[config.mk]
export PLATFORM = sky130hd
export DESIGN_NAME = fifo_stream_reader
export DESIGN_NICKNAME = d
export VERILOG_FILES = /design/src/rtl/fifo_stream_reader.sv
export SDC_FILE = /design/constraint.sdc
export NUM_CORES = 1
export LEC_CHECK = 0
export CORE_ASPECT_RATIO = 0.5
export CORE_MARGIN = 5
export CORE_UTILIZATION = 45
export CTS_CLUSTER_SIZE = 16
export DETAILED_ROUTE_END_ITERATION = 12
export PLACE_DENSITY = 0.73
export SYNTH_ARGS = -nofsm -noshare
export SYNTH_HDL_FRONTEND = slang
export SYNTH_SLANG_ARGS = --single-unit
[constraint.sdc]
create_clock -name i_clk -period 5.3 [get_ports i_clk]
set_input_delay 1.325 -clock i_clk [delete_from_list [all_inputs] [get_ports i_clk]]
set_output_delay 1.325 -clock i_clk [all_outputs]
set_load 0.02 [all_outputs]
[src/rtl/fifo_stream_reader.sv]
// fifo_stream_reader
// Drains a fifo read port (read trigger, one-cycle read latency, data_vld strobe)
// into a valid/ready stream with packet framing. A two-entry prefetch buffer
// hides the fifo read latency so the stream sustains one word per cycle.
module fifo_stream_reader #(
   parameter int unsigned DATA_WIDTH = 48,
   parameter int unsigned PKT_LEN    = 16
) (
   input  logic                  i_clk,
   input  logic                  i_rst_sync,
   input  logic                  i_enable,
   output logic                  o_fifo_rd,
   input  logic [DATA_WIDTH-1:0] i_fifo_data,
   input  logic                  i_fifo_data_vld,
   input  logic                  i_fifo_empty,
   output logic                  o_valid,
   input  logic                  i_ready,
   output logic [DATA_WIDTH-1:0] o_data,
   output logic                  o_last,
   output logic [15:0]           o_pkt_cnt,
   output logic                  o_err_ovf
);

   // Word index that carries o_last; PKT_LEN==1 makes every word a last word.
   localparam logic [15:0] LAST_IDX = 16'(PKT_LEN - 1);

   // Prefetch buffer: two entries, one-bit circular pointers, occupancy 0..2.
   logic [DATA_WIDTH-1:0] buf_mem [2];
   logic                  wr_ptr;
   logic                  rd_ptr;
   logic [1:0]            occ;

   // One fifo read may be outstanding; it lands one cycle after the trigger.
   logic                  infl;

   // Packet framing state.
   logic [15:0]           cnt;
   logic [15:0]           pkt_cnt;
   logic                  err_ovf;

   // Per-cycle handshake decode.
   logic                  has_data;
   logic                  pop;
   logic                  push_ok;
   logic                  drop;
   logic                  last;
   logic [2:0]            committed;
   logic                  rd;

   // Decode handshakes and decide whether another fifo read fits in the buffer.
   always_comb begin
      // NOTE: every always_comb output gets a default first so no path leaves it
      // unassigned; otherwise synthesis infers a latch.
      has_data  = 1'b0;
      pop       = 1'b0;
      push_ok   = 1'b0;
      drop      = 1'b0;
      last      = 1'b0;
      committed = 3'd0;
      rd        = 1'b0;

      has_data  = (occ != 2'd0);
      pop       = has_data & i_ready;
      // A word arriving into a full buffer is only accepted if the head leaves
      // in the same cycle; otherwise it is lost and flagged.
      push_ok   = i_fifo_data_vld & ((occ != 2'd2) | pop);
      drop      = i_fifo_data_vld & ~push_ok;
      last      = has_data & (cnt == LAST_IDX);
      // Slots already spoken for: stored words plus the read in flight, less
      // the word leaving this cycle. pop implies occ>=1, so this never underflows.
      committed = {1'b0, occ} + {2'b00, infl} - {2'b00, pop};
      // Reads are held off during reset so nothing is lost from the fifo.
      rd        = ~i_rst_sync & i_enable & ~i_fifo_empty & (committed < 3'd2);
   end

   // Buffer storage, pointers, occupancy and the in-flight read flag.
   always_ff @(posedge i_clk or posedge i_rst_sync) begin
      if (i_rst_sync) begin
         // NOTE: the two data entries are reset as well because o_data shows the
         // head entry directly and must read 0 out of reset; larger memories
         // would normally be left unreset.
         for (int i = 0; i < 2; i++) begin
            buf_mem[i] <= '0;
         end
         wr_ptr <= 1'b0;
         rd_ptr <= 1'b0;
         occ    <= 2'd0;
         infl   <= 1'b0;
      end else begin
         // NOTE: state is updated with non-blocking assignments so every register
         // samples pre-edge values regardless of statement order.
         infl <= rd;
         if (push_ok) begin
            buf_mem[wr_ptr] <= i_fifo_data;
            wr_ptr          <= ~wr_ptr;
         end
         if (pop) begin
            rd_ptr <= ~rd_ptr;
         end
         unique case ({push_ok, pop})
            2'b10:   occ <= occ + 2'd1;
            2'b01:   occ <= occ - 2'd1;
            default: occ <= occ;
         endcase
      end
   end

   // Packet framing counters and the sticky overflow flag.
   always_ff @(posedge i_clk or posedge i_rst_sync) begin
      if (i_rst_sync) begin
         cnt     <= 16'd0;
         pkt_cnt <= 16'd0;
         err_ovf <= 1'b0;
      end else begin
         if (pop) begin
            if (last) begin
               cnt     <= 16'd0;
               pkt_cnt <= pkt_cnt + 16'd1;
            end else begin
               cnt <= cnt + 16'd1;
            end
         end
         if (drop) begin
            err_ovf <= 1'b1;
         end
      end
   end

   assign o_fifo_rd = rd;
   assign o_valid   = has_data;
   assign o_data    = buf_mem[rd_ptr];
   assign o_last    = last;
   assign o_pkt_cnt = pkt_cnt;
   assign o_err_ovf = err_ovf;

endmodule

==> impl_metrics.yaml <==
run_status:
  status: "complete, no violations"
power:
  p_sw_mw: 1.631
  ir_drop_mv: 0.2171
  seq_power_share_pct: 33.0
  p_int_mw: 3.521
  p_sw_share_pct: 31.66
  power.combinational.fraction_pct: 41.8
  p_per_area_nw_per_um2: 633.3
  power_frac_clock_pct: 25.2
  p_leak_nw: 3.487
route:
  detail-route-antenna-nets: 0
  drc: 0
  drtIter0Drc: 161
  routed_wl_um: 12390
  dr.pass1.iters: 5
  wl_per_cell_um: 16.50
  viasPerCell: 5.067
  vias: 3805
synthesis:
  synth_edf_count: 0
  ys_warn_count: 0
  yosysTopAreaCell: "dfrtp_1"
  synthArstFlopShare_pct: 100.0
  syn_nets: 492
  syn_inst: 435
  syn_area_per_cell_sq_um: 14.00
  yosys.cell_types.count: 44
  synth_seq_cells: 134
  ys_seq_area_share_pct: 55.04
  synthFlopType: "dfrtp_1"
  synthDominantCellAreaShare_pct: 55.04
  syn_area_sq_um: 6092
  synth.area.top_cells: "dfrtp_1 55%, mux2_2 26%, xor2_1 3.0%"
clock_tree:
  clock_latency_ns: 0.40
  cts_tree: "yes"
  clockBufferDepth: 2
  cts_resized: 0
  cts_setup_buffers: 0
  cts_root_buf: "clkbuf_16"
  h-tree-depth: 4
  postCtsHoldBufs: 0
  cts_buffers: 17
  cts.sinks: 134
  clk_pin_slew_ns: 0.06
floorplanning:
  core_area_sq_um: 13400
  die_y_um: 92.28
  fp.dieW_um: 174.5
  initial_core_util_pct: 45.46
  die_area_sq_um: 16110
  io_pins: 122
  num_rows: 30
sta:
  tightest_slew_ns: 0.7869
  finalSetupViolCount: 0
  relSlewSlack_pct: 47.54
  setup_tns_ns: 0
  final_max_slew_viol_count: 0
  rsz0062_at_grt: "no"
  fmax_ghz: 0.2030
  final-hold-violation-count: 0
  period_minus_slack_ns: 4.926
  fin_crit_sh_pct: 92.95
  timing.hold.ws_ns: 0.4686
  clock-skew-final_ns: 0.008124
min_path:
  min_path_type: "reg2reg"
global_route:
  grt_max_degree: 73
  antenna_found_initial: 0
  grt_pass1_vias: 4131
  grt_pass1_wl_um: 21000
  grt_overflow: 0
  grt_util_all_layers_pct: 16.21
layout:
  areaGrowthSynthToFinish_pct: 33.56
  stdcell_count: 751
  final_core_util_pct: 60.72
  final_common_cell: "mux2_2"
  drive_above_1_share_pct: 34.43
  nets: 620
  layout_common_cells: "140 x mux2_2, 133 x dfrtp_1, 121 x clkdlybuf4s50_1"
  antennaDiodeCount: 0
critical_path:
  slowest_stage: "clkdlybuf4s50_1"
  cp.required_ns: 3.97
  cp_cell_sequence: "clkdlybuf4s50_1 > xor2_1 > nand2_1 > fa_1 > nand2_1 > nor4_1 > clkdlybuf4s50_1"
  crit_arrival_ns: 3.60
  start_kind: "input port"
  cp_slowest_stage_delay_ns: 0.67
  worstPathMaxFanout: 2
  end_kind: "output port"
  crit_type: "in2out"
placement:
  placedCellCount: 720
  port-buffer-count: 121
  gp_congestion: 0.7452
  hpwlAfterDp_um: 8284
flow_run:
  maxCapViolations: 0
==> power groups by stage <==
stage                     clock [mW]  sequential [mW]  combinational [mW]
final                           1.30             1.70                2.16
after detailed placement           0             1.72                2.18
after global routing            1.38             1.76                2.31
after floorplan                    0             1.61                1.45
after CTS                       1.33             1.70                2.20
after global placement             0             1.70                2.16
==> kinds of logic after synthesis <==
family	synth area share (%)
compound gates	1.561
xor+xnor	4.744
fa+ha+maj	0.7393
buf+inv	2.711
flops	55.04
mux	26.97
simple gates	8.236
==> synth_stat cells (3+ instances only) <==
cell	n
nand2_1	14
nor3_1	13
xnor2_1	12
inv_1	11
dfrtp_1	134
nand4_1	3
mux2_2	140
xor2_1	21
nor2_1	9
nor4_4	3
buf_6	3
mux2_1	5
nand3_1	8
buf_2	6
buf_1	3
buf_4	6
and3_1	4
o21ai_0	4
==> flip-flops by register name (all words and copies together) (netlist names) <==
register and flops:
rd_ptr 1, cnt 16, o_err_ovf 1, infl 1, o_pkt_cnt 16, occ 2, wr_ptr 1, buf_mem 96
==> critical path, delay by kind of cell <==
kind	cells	cell delay [ns]
XOR/XNOR	1	0.15
AND/OR/NAND/NOR	3	0.44
buffers and inverters	2	1.17
adder cells (fa/ha/maj)	1	0.51
==> worst paths after layout <==
path,from,cells past startpoint,to,slack (ns)
worst max-delay path,i_ready,7,o_fifo_rd,0.37
worst min-delay path,o_pkt_cnt[15],1,o_pkt_cnt[15],0.47
max in group asynchronous,i_rst_sync,3,buf_mem[18],2.99
worst max register to register,occ[1],5,buf_mem[76],3.30
min in group asynchronous,i_rst_sync,2,infl,1.45
worst min register to register,o_pkt_cnt[15],1,o_pkt_cnt[15],0.47
==> through the flow <==
| stage | instance area [sq um] | total power [mW] | worst slack [ns] |
|---|---|---|---|
| after CTS | 8137 | 5.229 | 0.3543 |
| after global routing | 8137 | 5.441 | 0.2170 |
| after floorplan | 6092 | 3.058 | 0.3922 |
| after detailed placement | 7482 | 3.905 | 0.3695 |
| after global placement | 7482 | 3.862 | 0.4229 |
| final | 8137 | 5.153 | 0.3738 |
==> per-layer routing <==
| metal | vias up | wire (um) | share of wire, % | global-route usage [%] |
|---|---|---|---|---|
| li1 | 1799 | - | - | - |
| met1 | 1945 | 5555 | 45 | 20.68 |
| met3 | 11 | 375 | 3.0 | 4.201 |
| met4 | 0 | 135 | 1.1 | 4.637 |
| met5 | - | 0 | 0 | 0 |
| met2 | 50 | 6324 | 51 | 27.56 |
==> final cells by class <==
type                       instances  area, sq um
sequential                       134         3354
fill                            1032         5264
timing repair buffer             128         1276
clock inverter                    11        197.7
inverter                          11        43.79
multi-input combinational        271         2587
tap                              176        220.2
clock buffer                      20        456.7
(Power assumes the default switching activity.)
